`src/rtl/mac_result_fifo.sv`:
```
// First-word-fall-through result buffer behind the multiply-add unit.
// Upstream cannot be stalled, so a push into a full FIFO is dropped and recorded.
module mac_result_fifo #(
   parameter int unsigned DW    = 32,
   parameter int unsigned DEPTH = 4,
   parameter int unsigned CW    = 8
) (
   input  logic                       clk,
   input  logic                       rst_,
   input  logic                       valido,
   input  logic [DW-1:0]              data_out,
   output logic                       out_valid,
   output logic [DW-1:0]              out_data,
   input  logic                       out_ready,
   output logic [$clog2(DEPTH):0]     count,
   output logic                       full,
   output logic                       empty,
   output logic                       overflow,
   output logic [CW-1:0]              drop_cnt,
   input  logic                       clr_ovf
);

   localparam int unsigned AW   = $clog2(DEPTH);
   localparam int unsigned CNTW = AW + 1;

   logic [DW-1:0]   mem_q [DEPTH];
   logic [DW-1:0]   mem_d [DEPTH];
   logic [AW-1:0]   wr_ptr_q, wr_ptr_d;
   logic [AW-1:0]   rd_ptr_q, rd_ptr_d;
   logic [CNTW-1:0] count_q, count_d;
   logic            overflow_q, overflow_d;
   logic [CW-1:0]   drop_cnt_q, drop_cnt_d;

   logic push, pop, drop;

   // Status and head presentation come straight from registered state.
   assign count     = count_q;
   assign full      = (count_q == CNTW'(DEPTH));
   assign empty     = (count_q == CNTW'(0));
   assign out_valid = !empty;
   assign out_data  = empty ? '0 : mem_q[rd_ptr_q];
   assign overflow  = overflow_q;
   assign drop_cnt  = drop_cnt_q;

   always_comb begin
      pop        = out_valid && out_ready;
      push       = valido && (!full || pop);
      drop       = valido && full && !pop;
      mem_d      = mem_q;
      wr_ptr_d   = wr_ptr_q;
      rd_ptr_d   = rd_ptr_q;
      count_d    = count_q;
      overflow_d = overflow_q;
      drop_cnt_d = drop_cnt_q;

      if (push) begin
         mem_d[wr_ptr_q] = data_out;
         wr_ptr_d        = wr_ptr_q + AW'(1);
      end
      if (pop) begin
         rd_ptr_d = rd_ptr_q + AW'(1);
      end
      if (push && !pop) begin
         count_d = count_q + CNTW'(1);
      end else if (pop && !push) begin
         count_d = count_q - CNTW'(1);
      end

      // A drop in the same cycle as a clear restarts the record at one.
      if (clr_ovf) begin
         overflow_d = drop;
         drop_cnt_d = drop ? CW'(1) : CW'(0);
      end else if (drop) begin
         overflow_d = 1'b1;
         if (drop_cnt_q != {CW{1'b1}}) begin
            drop_cnt_d = drop_cnt_q + CW'(1);
         end
      end
   end

   always_ff @(posedge clk) begin
      if (!rst_) begin
         wr_ptr_q   <= '0;
         rd_ptr_q   <= '0;
         count_q    <= '0;
         overflow_q <= 1'b0;
         drop_cnt_q <= '0;
      end else begin
         wr_ptr_q   <= wr_ptr_d;
         rd_ptr_q   <= rd_ptr_d;
         count_q    <= count_d;
         overflow_q <= overflow_d;
         drop_cnt_q <= drop_cnt_d;
      end
   end

   // Storage needs no reset: entries are only visible while counted.
   always_ff @(posedge clk) begin
      mem_q <= mem_d;
   end

endmodule

```
`config.mk`:
```
export PLATFORM = sky130hd
export DESIGN_NAME = mac_result_fifo
export DESIGN_NICKNAME = d
export VERILOG_FILES = /design/src/rtl/mac_result_fifo.sv
export SDC_FILE = /design/constraint.sdc
export NUM_CORES = 1
export LEC_CHECK = 0
export BUFFER_PORTS_ARGS = -buffer_cell sky130_fd_sc_hd__buf_2
export CAP_MARGIN = 5
export CORE_MARGIN = 3
export CORE_UTILIZATION = 30
export CTS_CLUSTER_SIZE = 14
export DETAILED_ROUTE_END_ITERATION = 8
export GPL_ROUTABILITY_DRIVEN = 0
export MAX_ROUTING_LAYER = met4
export PLACE_DENSITY = 0.57
export SYNTH_ARGS = -nofsm -noshare
export SYNTH_HDL_FRONTEND = slang
export SYNTH_SLANG_ARGS = --single-unit
export TNS_END_PERCENT = 30
```
`constraint.sdc`:
```
create_clock -name clk -period 2.6 [get_ports clk]
set_input_delay 0.26 -clock clk [delete_from_list [all_inputs] [get_ports clk]]
set_output_delay 0.26 -clock clk [all_outputs]
set_load 0.01 [all_outputs]
```
# After elaboration in Yosys (flattened, before gate mapping)
# Index checks and enable logic that the tools add are counted.
dict set report totals {
  regBits 144
  output_inout_bits 47
  wordCells 53
}
dict set report classes {
  addsub 5
  n_lt_le_gt_ge 3
  n_eq_ne 2
  mux 15
  n_bitwise 2
  reduce_logical 17
}
# cell count
set op_table {}
lappend op_table {{128-bit bitwise mux} 1}
lappend op_table {{32-bit two-way mux} 4}
lappend op_table {{32-bit binary-select mux with 2-bit select} 1}
lappend op_table {{32-bit demux with 2-bit select} 1}
lappend op_table {{8-bit two-way mux} 3}
lappend op_table {{8-bit by 1-bit adder with 8-bit output, second input constant} 1}
lappend op_table {{8-bit != test, second input constant} 1}
lappend op_table {{1-bit logical AND} 7}
lappend op_table {{3-bit greater-or-equal comparator, second input constant} 2}
lappend op_table {{3-bit two-way mux} 2}
lappend op_table {{2-bit NOT with 3-bit output} 2}
lappend op_table {{2-bit nonzero test} 3}
lappend op_table {{2-bit by 1-bit adder with 2-bit output, second input constant} 2}
lappend op_table {{1-bit zero test} 4}
lappend op_table {{3-bit by 1-bit adder with 3-bit output, second input constant} 1}
lappend op_table {{3-bit == test, second input constant} 1}
lappend op_table {{3-bit zero test} 1}
lappend op_table {{3-bit by 1-bit < comparator with 1-bit output, second input constant} 1}
lappend op_table {{1-bit two-way mux} 3}
lappend op_table {{3-bit by 1-bit subtractor with 3-bit output, second input constant} 1}
lappend op_table {{2-bit AND reduction} 1}
lappend op_table {{1-bit logical OR} 1}

# Logic depth before layout (Yosys ltp)
dict set report logic_depth {
  word_depth 9
  depth_mapped 9
}

# Least setup slack after synthesis
# OpenSTA, ideal clock, no wires.
dict set report synth_path {
  path_type {register to register}
  startpoint {reg count_q[0], in the netlist count[0]}
  endpoint {reg count_q[2], in the netlist count[2]}
  setup_ns 0.076
  t_arrival_ns 2.303
  t_required_ns 2.524
  path_slack_ns 0.221
  path_stages_with_launch 10
  n_path_buf 1
  period_less_slack_ns 2.379
  path_cell_list {dfxtp_1 or3_2 clkbuf_1 nand2_1 ha_1 inv_1 fa_1 xor2_1 or3_1 a21boi_0}
}
dict set report synth_via {
  elab_chain_cells 8
}
# item line
set synth_rtl {}
lappend synth_rtl {{start, declared} 30} ;# logic [CNTW-1:0] count_q, count_d;
lappend synth_rtl {{start signal, assigned} 91} ;# count_q <= count_d;
lappend synth_rtl {{parallel branches: the longest is 8 deep, another holds 3-bit by 1-bit subtractor with 3-bit output} --}
# Parallel ways; which one is timed is not known. The select of a mux whose other input is x is not followed.
# A chain may end at the register's enable or synchronous reset.

# Final worst setup path
dict set report layout_path {
  startpoint {reg rd_ptr_q[0]}
  endpoint {out out_data[0]}
}
dict set report layout_via {
  elab_chain_cells 5
}
# item line
set layout_rtl {}
lappend layout_rtl {{start, declared} 29} ;# logic [AW-1:0] rd_ptr_q, rd_ptr_d;
lappend layout_rtl {{start signal, assigned} 90} ;# rd_ptr_q <= rd_ptr_d;
lappend layout_rtl {{2-bit NOT with 3-bit output (not written as such)} 41} ;# assign out_data = empty ? '0 : mem_q[rd_ptr_q];
lappend layout_rtl {{32-bit binary-select mux with 2-bit select} 41}
lappend layout_rtl {{32-bit two-way mux (not written as such) (2 in a row)} 41}
lappend layout_rtl {{32-bit two-way mux} 41}
lappend layout_rtl {{end, declared} 13} ;# output logic [DW-1:0] out_data,
# Every way passes these cells. The select of a mux whose other input is x is not followed.

==> flow_metrics.env <==
export IMPL_ys_async_sr_fraction=0
export IMPL_fmax_mhz=421.5
export IMPL_initial_core_util=0.3117
export IMPL_critical_path_depth=4
export IMPL_cts_tree="built"
export IMPL_drc=0
export IMPL_fin_nets=437
export IMPL_grt_usage=0.1193
export IMPL_antenna_found_initial=2
export IMPL_rows=49
export IMPL_dp_hpwl_mm=7.109
export IMPL_first_global_vias=3161
export IMPL_viasPerCell=4.612
export IMPL_netlist_top_cell_by_area="edfxtp_1"
export IMPL_crit_slowest_cell="mux4_2"
export IMPL_cp_cell_sequence="buf_12, mux4_2, and2_1, buf_2"
export IMPL_design_power_total_w=0.007003
export IMPL_cts_setup_buffers=0
export IMPL_synth_area_top_cells="edfxtp_1 (67%), mux4_2 (13%), dfxtp_1 (5.6%)"
export IMPL_grt_pass1_wl_mm=17.57
export IMPL_synth_top_area_frac=0.6727
export IMPL_synthFlopType="edfxtp_1"
export IMPL_cellPowerDensity_nw_per_um2=1005
export IMPL_wl_mm=11.33
export IMPL_dieArea_um2=20740
export IMPL_critPathCapture="out_data[0]"
export IMPL_clk_latency_ns=0.41
export IMPL_outcome="completed"
export IMPL_ys_seq_elements=144
export IMPL_wl_per_cell_um=17.78
export IMPL_synth_edf_count=128
export IMPL_clk_pin_slew_worst_paths_ns=0.06
export IMPL_numCtsBuffers=17
export IMPL_final_max_slew_viol_count=0
export IMPL_place_ws_ns=0.2566
export IMPL_multi_input_area_um2=1473
export IMPL_cts_htree_levels=4
export IMPL_drt_first_pass_iters=4
export IMPL_path_buf_inv=2
export IMPL_io_pins=84
export IMPL_layout_drive_gt1_share=0.3892
export IMPL_netlist_area_um2=5714
export IMPL_syn_num_nets=346
export IMPL_worst_pin_slew_ns=0.9320
export IMPL_clock_sinks=144
export IMPL_startpoint_type="flop"
export IMPL_seq_area_um2=4167
export IMPL_cts_root_buffer="clkbuf_16"
export IMPL_required_ns=2.34
export IMPL_report_final_setup_viol=0
export IMPL_holdCritPathClass="input pin to flop"
export IMPL_die_w_um=144.0
export IMPL_finalHoldViolations=0
export IMPL_die_y_um=144.0
export IMPL_rsz0062_at_grt="false"
export IMPL_slew_headroom=0.3786
export IMPL_crit_family="multiplexers"
export IMPL_setup_tns_ns=0
export IMPL_ff2ff_setup_slack_ns=0.24
export IMPL_peakVddDrop_mv=0.5721
export IMPL_core_area_um2=18330
export IMPL_finClkSkew_ns=0.003431
export IMPL_reg2reg_from="count[0]"
export IMPL_layout_setup_ws_ns=0.2273
export IMPL_final_antenna_net_count=0
export IMPL_cts_buffer_depth=2
export IMPL_synth_warnings=0
export IMPL_critPathMaxFanout=27
export IMPL_crit_path_end_kind="output port"
export IMPL_grt_overflow_total=0
export IMPL_grt_max_degree=36
export IMPL_fillCellCount=1728
export IMPL_vias=2938
export IMPL_avgSynthCellArea_um2=18.92
export IMPL_r2r_end="count[2]"
export IMPL_cts_hold_buf=0
export IMPL_max_cap_violations=0
export IMPL_power_leakage_nw=2.418
export IMPL_areaGrowthSynthToFinish_pct=21.96
export IMPL_fin_crit_sh=0.9126
export IMPL_reg2regPathDepth=8
export IMPL_synth_cell_type_count=45
export IMPL_startpoint="rd_ptr_q[0]"
export IMPL_synth_seq_area_share=0.7287
export IMPL_crit_arrival_ns=2.11
export IMPL_crit_type="flop to output port"
export IMPL_period_needed_ns=2.373
export IMPL_drtIter0Drc=156
export IMPL_portBuffers=83
export IMPL_cts_resized=0
export IMPL_critPathMaxStageDelay_ns=0.53
export IMPL_syn_inst=302
==> power by group <==
group          total [W]  internal (W)  switching, W
logic            0.00188      0.000918      0.000962
registers        0.00287       0.00274      0.000125
clock network    0.00225       0.00139      0.000870
==> per-stage QoR <==
stage	hold WS, ns	util	instances	instance area (um2)
2_1_floorplan	0.3589	-	302	5714
3_3_place_gp	0.4646	0.3497	603	6411
3_5_place_dp	0.4734	0.3497	603	6411
4_1_cts	0.04012	0.3799	635	6964
5_1_grt	0.04572	0.3802	637	6969
6_report	0.05956	0.3802	637	6969
==> logic make-up (layout without fill, tap and decap cells) <==
group | count (synthesis) | count (layout) | share of synthesized area
buffers and inverters | 19 | 123 | 0.01445
AOI/OAI and AO/OA | 21 | 21 | 0.02365
muxes | 34 | 34 | 0.1296
xor gates and xnor gates | 5 | 5 | 0.007663
and+or+nand+nor | 72 | 72 | 0.07927
DFF | 144 | 144 | 0.7287
adders and majority gates | 7 | 7 | 0.01664
other | 0 | 2 | 0
==> layout by cell type, fill, tap and decap left out, types with 5 or more instances in the layout <==
cell type	instances
dfxtp_1	14
mux4_2	32
nand2_1	7
ha_1	6
edfxtp_1	128
a21oi_1	7
buf_2	83
clkbuf_16	17
and2_1	37
clkinv_1	5
==> worst min-delay path by stage <==
| stage | from | end | slack [ns] | cells past startpoint |
|---|---|---|---|---|
| 5_1_grt | data_out[31] | mem_q[31] | 0.05 | 1 |
| 4_1_cts | data_out[4] | mem_q[4] | 0.04 | 1 |
| 3_5_place_dp | overflow | overflow | 0.47 | 2 |
| 2_1_floorplan | data_out[0] | mem_q[0] | 0.36 | 0 |
| 6_report | data_out[4] | mem_q[4] | 0.06 | 1 |
| 3_3_place_gp | overflow | overflow | 0.46 | 2 |
==> state kept, by name, indices dropped and copies added, names as in the netlist <==
signal and flops:
mem_q 128, drop_cnt 8, count 3, rd_ptr_q 2
wr_ptr_q 2, overflow 1
==> layout make-up <==
class	count	share of cell area
Timing Repair Buffer	87	0.06750
Inverter	4	0.002154
Tap cell	229	0.04111
Clock buffer	18	0.06158
Sequential cell	144	0.5978
Clock inverter	14	0.01777
Antenna cell	2	0.0007181
Multi-Input combinational cell	139	0.2113
==> routing by layer <==
metal,GRT usage,up-vias,routed length [um]
met5,-,-,0
met1,0.1446,1472,4900
li1,-,1386,-
met2,0.1889,70,5623
met3,0.03968,10,686
met4,0.04014,0,117
==> synthesized netlist by cell type (2+ instances only) <==
master	instances
ha_1	6
nand3_1	2
and2_1	37
mux2i_1	2
mux4_2	32
and3_1	5
o21ai_0	4
dfxtp_1	16
a21oi_1	7
nor3_1	3
clkbuf_1	7
nand2_1	7
buf_2	6
inv_1	4
edfxtp_1	128
nor2b_1	3
a21boi_0	2
xnor2_1	4
(Power assumes the default switching activity.)
